`config.mk`:
```
export PLATFORM = sky130hd
export DESIGN_NAME = seq_divider32_flat
export DESIGN_NICKNAME = d
export VERILOG_FILES = /design/src/rtl/seq_divider32_if.sv /design/src/rtl/seq_divider32.sv /design/src/flat_wrapper.sv
export SDC_FILE = /design/constraint.sdc
export NUM_CORES = 1
export LEC_CHECK = 0
export BUFFER_PORTS_ARGS = -buffer_cell sky130_fd_sc_hd__buf_2
export CAP_MARGIN = 30
export CELL_PAD_IN_SITES_DETAIL_PLACEMENT = 0
export CELL_PAD_IN_SITES_GLOBAL_PLACEMENT = 1
export CORE_MARGIN = 2
export CORE_UTILIZATION = 25
export CTS_CLUSTER_DIAMETER = 100
export DETAILED_ROUTE_END_ITERATION = 16
export PLACE_DENSITY_LB_ADDON = 0.1
export REMOVE_ABC_BUFFERS = 1
export SLEW_MARGIN = 15
export SYNTH_ARGS = -nofsm -noshare
export SYNTH_HDL_FRONTEND = slang
export SYNTH_SLANG_ARGS = --single-unit
```
`constraint.sdc`:
```
create_clock -name clk -period 17.1 [get_ports clk]
set_input_delay 0.855 -clock clk [delete_from_list [all_inputs] [get_ports clk]]
set_output_delay 0.855 -clock clk [all_outputs]
set_load 0.02 [all_outputs]
```
`src/rtl/seq_divider32_if.sv`:
```
// Request/response bundle between the divide reservation station and seq_divider32.
// The station owns the master side; the divider is the slave.
interface seq_divider32_if;
  logic        in_en;
  logic [31:0] a;
  logic [31:0] b;
  logic        div_signed;
  logic        out_en;
  logic        idle;
  logic [31:0] q;
  logic [31:0] rem;

  modport master (output in_en, a, b, div_signed, input out_en, idle, q, rem);
  modport slave  (input in_en, a, b, div_signed, output out_en, idle, q, rem);
endinterface

```
`src/rtl/seq_divider32.sv`:
```
// Radix-2 restoring 32-bit divider for RV32M DIV/DIVU/REM/REMU: one request, one out_en pulse.
// Define DIV_EARLY_OUT_EN to send divide-by-zero and overflow straight to FIX, skipping CALC.
module seq_divider32 (
  input  logic            clk,
  input  logic            rst,
  seq_divider32_if.slave  bus
);
  typedef enum logic [1:0] {IDLE, CALC, FIX} state_t;

  state_t      state_q;
  logic [4:0]  cnt_q;
  logic [31:0] dvd_q;    // dividend bits shift out MSB first, quotient bits shift in at LSB
  logic [31:0] pr_q;
  logic [31:0] bmag_q;
  logic [31:0] a_q;
  logic        neg_q_q, neg_r_q, dz_q, ovf_q;
  logic [31:0] q_q, rem_q;
  logic        out_en_q;

  logic        accept;
  logic [31:0] amag, bmag;
  logic        dz_d, ovf_d;
  logic [32:0] trial;
  logic        ge;
  logic [31:0] pr_d, dvd_d;

  assign accept = (state_q == IDLE) && bus.in_en;
  assign amag   = (bus.div_signed && bus.a[31]) ? -bus.a : bus.a;
  assign bmag   = (bus.div_signed && bus.b[31]) ? -bus.b : bus.b;
  assign dz_d   = (bus.b == 32'd0);
  assign ovf_d  = bus.div_signed && (bus.a == 32'h8000_0000) && (bus.b == 32'hFFFF_FFFF);

  // Partial remainder stays below |b|, so 32 bits of storage suffice; the trial needs 33.
  assign trial = {pr_q, dvd_q[31]} - {1'b0, bmag_q};
  assign ge    = !trial[32];
  assign pr_d  = ge ? trial[31:0] : {pr_q[30:0], dvd_q[31]};
  assign dvd_d = {dvd_q[30:0], ge};

  always_ff @(posedge clk or posedge rst) begin
    if (rst) begin
      state_q  <= IDLE;
      cnt_q    <= 5'd0;
      dvd_q    <= 32'd0;
      pr_q     <= 32'd0;
      bmag_q   <= 32'd0;
      a_q      <= 32'd0;
      neg_q_q  <= 1'b0;
      neg_r_q  <= 1'b0;
      dz_q     <= 1'b0;
      ovf_q    <= 1'b0;
      q_q      <= 32'd0;
      rem_q    <= 32'd0;
      out_en_q <= 1'b0;
    end else begin
      out_en_q <= 1'b0;
      case (state_q)
        IDLE: if (accept) begin
          dvd_q   <= amag;
          pr_q    <= 32'd0;
          bmag_q  <= bmag;
          a_q     <= bus.a;
          neg_q_q <= bus.div_signed & (bus.a[31] ^ bus.b[31]);
          neg_r_q <= bus.div_signed & bus.a[31];
          dz_q    <= dz_d;
          ovf_q   <= ovf_d;
          cnt_q   <= 5'd0;
`ifdef DIV_EARLY_OUT_EN
          state_q <= (dz_d || ovf_d) ? FIX : CALC;
`else
          state_q <= CALC;
`endif
        end
        CALC: begin
          pr_q  <= pr_d;
          dvd_q <= dvd_d;
          cnt_q <= cnt_q + 5'd1;
          if (cnt_q == 5'd31) state_q <= FIX;
        end
        FIX: begin
          if (dz_q) begin
            q_q   <= 32'hFFFF_FFFF;
            rem_q <= a_q;
          end else if (ovf_q) begin
            q_q   <= 32'h8000_0000;
            rem_q <= 32'd0;
          end else begin
            q_q   <= neg_q_q ? -dvd_q : dvd_q;
            rem_q <= neg_r_q ? -pr_q  : pr_q;
          end
          out_en_q <= 1'b1;
          state_q  <= IDLE;
        end
        default: state_q <= IDLE;
      endcase
    end
  end

  assign bus.idle   = (state_q == IDLE) && !bus.in_en;
  assign bus.out_en = out_en_q;
  assign bus.q      = q_q;
  assign bus.rem    = rem_q;
endmodule
```
`src/flat_wrapper.sv`:
```
// flat-port wrapper written by rule: the top's interface ports become plain ports
module seq_divider32_flat 
  (clk, rst, bus_in_en, bus_a, bus_b, bus_div_signed, bus_out_en, bus_idle, bus_q, bus_rem);
  seq_divider32_if bus_i ();
  input  logic clk;
  input  logic rst;
  input wire logic [$bits(bus_i.in_en)-1:0] bus_in_en;
  input wire logic [$bits(bus_i.a)-1:0] bus_a;
  input wire logic [$bits(bus_i.b)-1:0] bus_b;
  input wire logic [$bits(bus_i.div_signed)-1:0] bus_div_signed;
  output wire logic [$bits(bus_i.out_en)-1:0] bus_out_en;
  output wire logic [$bits(bus_i.idle)-1:0] bus_idle;
  output wire logic [$bits(bus_i.q)-1:0] bus_q;
  output wire logic [$bits(bus_i.rem)-1:0] bus_rem;
  assign bus_i.in_en = bus_in_en;
  assign bus_i.a = bus_a;
  assign bus_i.b = bus_b;
  assign bus_i.div_signed = bus_div_signed;
  assign bus_out_en = bus_i.out_en;
  assign bus_idle = bus_i.idle;
  assign bus_q = bus_i.q;
  assign bus_rem = bus_i.rem;
  seq_divider32 u_core (.clk(clk), .rst(rst), .bus(bus_i));
endmodule
```
==> results_dict.tcl, run 1 <==
set metrics [dict create \
    required_ns 17.57 \
    die_x_um 230 \
    cp_max_fo 42 \
    clk_pin_slew_worst_paths_ns 0.06 \
    dieHeight_um 230 \
    critPathLaunchType "register" \
    drtAntennaViolNets 0 \
    yosysWarnings 0 \
    timing.rr.start "u_core.dvd_q[31]" \
    placed_cell_area_um2 14100 \
    crit_arrival_ns 4.13 \
    worstMarginPinSlew_ns 0.962 \
    cts_max_level 1 \
    yosysTopAreaCellShare_pct 39.9 \
    finalWirelength_mm 43.1 \
    final_cell_area_um2 15100 \
    hold_class "in2async" \
    grt_max_degree 89 \
    drt_iter0_drc 571 \
    rr_worst_depth 13 \
    pre_cts_slack_ns 13.44 \
    n_antenna_cell 0 \
    drv_slew 0 \
    synth_cell_type_count 63 \
    cts_tree "yes" \
    regArea_um2 5110 \
    antenna_found_initial 0 \
    io_buffers 133 \
    grt_pass1_wl_mm 67.8 \
    period_share_pct 21.4 \
    async_flop_share_pct 100 \
    grt.overflow.total 0 \
    tns_ns 0 \
    fin_worst_skew_ns 0.0174 \
    vias_per_cell 4.80 \
    start_util_pct 25.4 \
    ys_ff_latch 204 \
    syn-cell-area_um2 12800 \
    drtPass1Iterations 5 \
    ctsResizeCount 0 \
    drive_above_1_share_pct 13.4 \
    relSlewSlack_pct 35.3 \
    ir_worst_vdd_v 0.000125 \
    synth-edff-count 0 \
    powerDensity_nw_per_um2 216 \
    leakage_nw 6.80 \
    ys_seq_area_share_pct 39.9 \
    rsz0062_at_grt "no" \
    post_cts_buffers 0 \
    rrSetupSlack_ns 13.44 \
    setup_viol 0 \
    dominantRegCellSynth "dfrtp_1" \
    vias 11100 \
    synthTopCellsByArea "dfrtp_1 40%, nand2_1 7.5%, o21ai_0 6.6%, xnor2_1 6.2%, ha_1 3.8%" \
    hold_buffers 0 \
    place_hpwl_mm 31.1 \
    fin_cells 2322 \
    syn_avg_cell_area_um2 8.33 \
    ios 134 \
    place_congestion 0.821 \
    grt_pass1_vias 11300 \
    dp_cells 2268 \
    clk-insertion-delay-late_ns 0.56 \
    hold_viol_final 0 \
    r2r-end "u_core.pr_q[29]" \
    synth_top_area_cell "dfrtp_1" \
    core_um2 50400 \
    clockRootBuffer "clkbuf_16" \
    layout_commonest_cell "nand2_1" \
    syn_inst 1536 \
    status "complete, no violations" \
    nNetsFinal 1736 \
    clkSinkCount 204 \
    grt.total_usage_pct 16.1 \
    die-area_um2 53000 \
    maxCapViolations 0 \
    rows 82 \
    multiInputGateArea_um2 7160 \
    fin_crit_ns 3.66 \
    clockBufferDepth 3 \
    cts_buffers 28 \
    fillerInstances 5428 \
    wl_per_cell_um 18.6 \
    area_growth_pct 18.2 \
    drc 0 \
    end_kind "register" \
    fmax_ghz 0.273 \
    crit_type "reg2reg" \
    fin_ws_ns 13.44 \
    layout_common_cells "253 x nand2_1, 203 x dfrtp_1, 169 x o21ai_0" \
]
layout make-up:
type	count	area share [%]
timing repair buffer	153	5.56
multi-input combinational	1183	47.3
tap	672	5.56
clock buffer	48	5.94
inverter	58	1.49
clock inverter	4	0.323
sequential	204	33.8
cell families (layout without fill, tap and decap cells):
kind of cell,Yosys count,after routing,synth area share [%]
AO/OA/AOI/OAI,422,422,20.6
multiplexers,22,22,1.74
AND/OR/NAND/NOR,554,554,19.5
buffers and inverters,149,263,4.38
XOR/XNOR,145,145,9.93
flip-flops,204,204,39.9
adder cells (fa/ha/maj),40,40,3.97
worst max-delay path by stage:
| stage | slack, ns | from | end | cells after the start |
|---|---|---|---|---|
| CTS | 13.41 | u_core.dvd_q[31] | u_core.pr_q[29] | 13 |
| global route | 13.19 | u_core.dvd_q[31] | u_core.pr_q[29] | 13 |
| floorplan | 10.68 | rst | u_core.a_q[0] | 1 |
| global placement | 13.55 | u_core.dvd_q[31] | u_core.pr_q[29] | 13 |
| detailed placement | 13.44 | u_core.dvd_q[31] | u_core.pr_q[29] | 13 |
| finish | 13.44 | u_core.dvd_q[31] | u_core.pr_q[29] | 13 |
critical path: stages (launching register included):
cell and delay (ns):
dfrtp_1 0.39, inv_1 0.10, ha_1 0.20, fa_1 0.22, nor2b_1 0.07, o31ai_1 0.49
a21oi_1 0.28, a21bo_2 0.31, a211o_1 0.28, nand3_2 0.10, buf_4 0.48, nand2_1 0.28
a211o_1 0.29, o211ai_1 0.08
metal layers:
layer | global-route usage, % | share of wire [%] | up-vias
li1 | - | - | 5602
met1 | 22.4 | 49 | 5339
met2 | 27.1 | 46 | 154
met3 | 1.65 | 3.0 | 43
met4 | 3.25 | 1.5 | 0
met5 | 0 | 0 | -
Yosys cell counts, types with 16 or more instances:
| library cell | count |
|---|---|
| a21oi_1 | 83 |
| a221oi_1 | 18 |
| a22oi_1 | 32 |
| clkbuf_1 | 83 |
| dfrtp_1 | 204 |
| ha_1 | 39 |
| inv_1 | 57 |
| mux2i_1 | 20 |
| nand2_1 | 254 |
| nand3_1 | 47 |
| nor2_1 | 119 |
| nor3_1 | 28 |
| o21ai_0 | 169 |
| o22a_1 | 16 |
| o31ai_1 | 25 |
| xnor2_1 | 90 |
| xor2_1 | 55 |
where the power goes:
| part | switching [mW] | internal (mW) |
|---|---|---|
| Sequential | 0.224 | 0.682 |
| Clock | 0.230 | 0.368 |
| Combinational | 1.04 | 0.727 |
registers in the layout (all words and copies together), names as in the netlist:
register           count
u_core.a_q            32
u_core.bmag_q         32
u_core.bus.out_en      1
u_core.bus.q          32
u_core.bus.rem        32
u_core.cnt_q           5
u_core.dvd_q          32
u_core.dz_q            1
u_core.neg_q_q         1
u_core.neg_r_q         1
u_core.ovf_q           1
u_core.pr_q           32
u_core.state_q         2
stage by stage:
stage / hold WS, ns / power (mW) / util [%]
2_1_floorplan: 0.446 / 2.18 / -
3_3_place_gp: 0.445 / 2.69 / 28.0
3_5_place_dp: 0.452 / 2.70 / 28.0
4_1_cts: 0.417 / 3.32 / 29.9
5_1_grt: 0.441 / 3.58 / 30.0
6_report: 0.383 / 3.27 / 30.0
No activity file was read; power rests on OpenSTA's default activity.
==> run 2, diff against run 1 <==
Clock period 17.1 ns to 3.4 ns, I/O delays scaled along.
==> run 2 against run 1 <==
- final cell count rose by 3.7%
- maximum frequency rose by 17%
- critical path type unchanged
- register-to-register slack got worse by 13 ns
- global-route usage rose by 0.28 points
- highest routed layer unchanged
==> results_dict.tcl, run 2 (synthesized netlist as in run 1, its figures left out) <==
set metrics [dict create \
    status "complete, no violations" \
    hold_class "in2reg" \
    maxCapViolations 0 \
    cp_cell_sequence "inv_1, ha_1, fa_1, nor2b_1, o31ai_1, a21oi_1, o221ai_1, o41ai_1, buf_4, a31oi_1, xnor2_1, mux2i_1, o21ai_0" \
    worstMarginPinSlew_ns 0.910 \
    drive_above_1_share_pct 14.3 \
    crit_type "reg2reg" \
    clk-insertion-delay-late_ns 0.56 \
    cts_max_level 1 \
    n_antenna_cell 0 \
    die-area_um2 53000 \
    fin_worst_skew_ns 0.0196 \
    grt.overflow.total 0 \
    start_util_pct 25.4 \
    cts_tree "yes" \
    rows 82 \
    fmax_ghz 0.319 \
    drv_slew 0 \
    cp_top_family "compound AO/OA/AOI/OAI gates" \
    nNetsFinal 1826 \
    rrSetupSlack_ns 0.27 \
    crit_cells 13 \
    hold_viol_final 0 \
    layout_commonest_cell "nand2_1" \
    drtAntennaViolNets 0 \
    rr_worst_depth 13 \
    wl_per_cell_um 18.2 \
    clockBufferDepth 3 \
    r2r-end "u_core.pr_q[26]" \
    area_growth_pct 24.7 \
    hold_end "u_core.bmag_q[2]" \
    core_um2 50400 \
    clk_pin_slew_worst_paths_ns 0.06 \
    slowest_delay_ns 0.41 \
    grt_max_degree 77 \
    period_share_pct 92.2 \
    vias 11400 \
    grt.total_usage_pct 16.4 \
    critPathLaunchType "register" \
    wirelength_met1_mm 21.3 \
    vias_per_cell 4.75 \
    finalPower_mw 16.9 \
    ios 134 \
    relSlewSlack_pct 39.4 \
    grt_pass1_wl_mm 69.0 \
    grt_pass1_vias 11600 \
    finalWirelength_mm 43.7 \
    antenna_found_initial 0 \
    powerDensity_nw_per_um2 1060 \
    drt_iter0_drc 485 \
    placed_cell_area_um2 14400 \
    dieHeight_um 230 \
    dp_cells 2300 \
    critPathBufInv 2 \
    hold_start "bus_b[2]" \
    cp_max_fo 4 \
    crit_arrival_ns 3.60 \
    drtPass1Iterations 5 \
    highest_layer "met4" \
    final_cell_area_um2 16000 \
    fin_crit_ns 3.13 \
    leakage_nw 7.19 \
    dr_wl_met3_mm 1.25 \
    layout_common_cells "253 x nand2_1, 203 x dfrtp_1, 169 x o21ai_0" \
    required_ns 3.87 \
    wl_met2_mm 20.4 \
    die_x_um 230 \
    ir_worst_vdd_v 0.000393 \
    place_hpwl_mm 32.0 \
    slowest_stage "fa_1" \
    place_congestion 0.821 \
    finalCoreUtilization_pct 31.7 \
    io_buffers 133 \
    clockRootBuffer "clkbuf_16" \
    tns_ns 0 \
    setup_viol 0 \
    rsz0062_at_grt "no" \
    clkSinkCount 204 \
    drc 0 \
    cts_buffers 28 \
    fin_cells 2407 \
    post_cts_buffers 0 \
    timing.rr.start "u_core.dvd_q[31]" \
    end_kind "register" \
    hold_depth 3 \
]
-- run 2: changes by cell type in the layout (fill, tap and decap cells not counted), sizes merged --
cell / previous run / this run
dlygate4sd3: 0 / 60
buf: 153 / 183
clkbuf: 48 / 44
bufinv: 1 / 2
clkinv: 3 / 2
inv: 58 / 57
-- run 2: cell type report --
type                            instances  area, µm²
Tap cell                              672        841
Timing Repair Buffer                  243       1700
Inverter                               58        225
Clock inverter                          3       65.1
Multi-Input combinational cell       1183       7160
Fill cell                            5375      34400
Sequential cell                       204       5110
Clock buffer                           44        852
-- run 2: timing repair --
action,CTS,global route
gates resized for setup,0,1
endpoints found under the setup margin,0,1
hold buffers,60,0
endpoints found under the hold margin,146,0
-- run 2: power by group --
group          internal (mW)  switching, mW
registers               3.43           1.04
logic                   4.03           5.40
clock network           1.84           1.14
-- run 2: worst max path at each step --
stage	start	end	slack, ns
6_report	u_core.dvd_q[31]	u_core.pr_q[26]	0.27
5_1_grt	u_core.dvd_q[31]	u_core.pr_q[26]	0.07
4_1_cts	u_core.dvd_q[9]	u_core.bus.q[31]	0.18
3_5_place_dp	u_core.dvd_q[9]	u_core.bus.q[31]	0.19
3_3_place_gp	u_core.dvd_q[9]	u_core.bus.q[31]	0.23
2_1_floorplan	rst	u_core.a_q[0]	-2.34
-- run 2: metal layers --
layer | up-vias | track usage, %
met5 | - | 0
met4 | 0 | 3.67
met3 | 46 | 1.59
met2 | 168 | 27.6
met1 | 5452 | 22.7
li1 | 5778 | -
-- run 2: metrics by stage --
stage / worst slack, ns / hold WS, ns
3_5_place_dp: 0.192 / 0.261
3_3_place_gp: 0.225 / 0.260
5_1_grt: 0.0704 / 0.0265
2_1_floorplan: -2.34 / 0.275
4_1_cts: 0.180 / 0.0000228
6_report: 0.266 / 0.0371
-- run 2: worst min-delay path: stages --
cell and delay [ns]:
buf_2 0.16, xnor2_1 0.14, o21ai_0 0.07
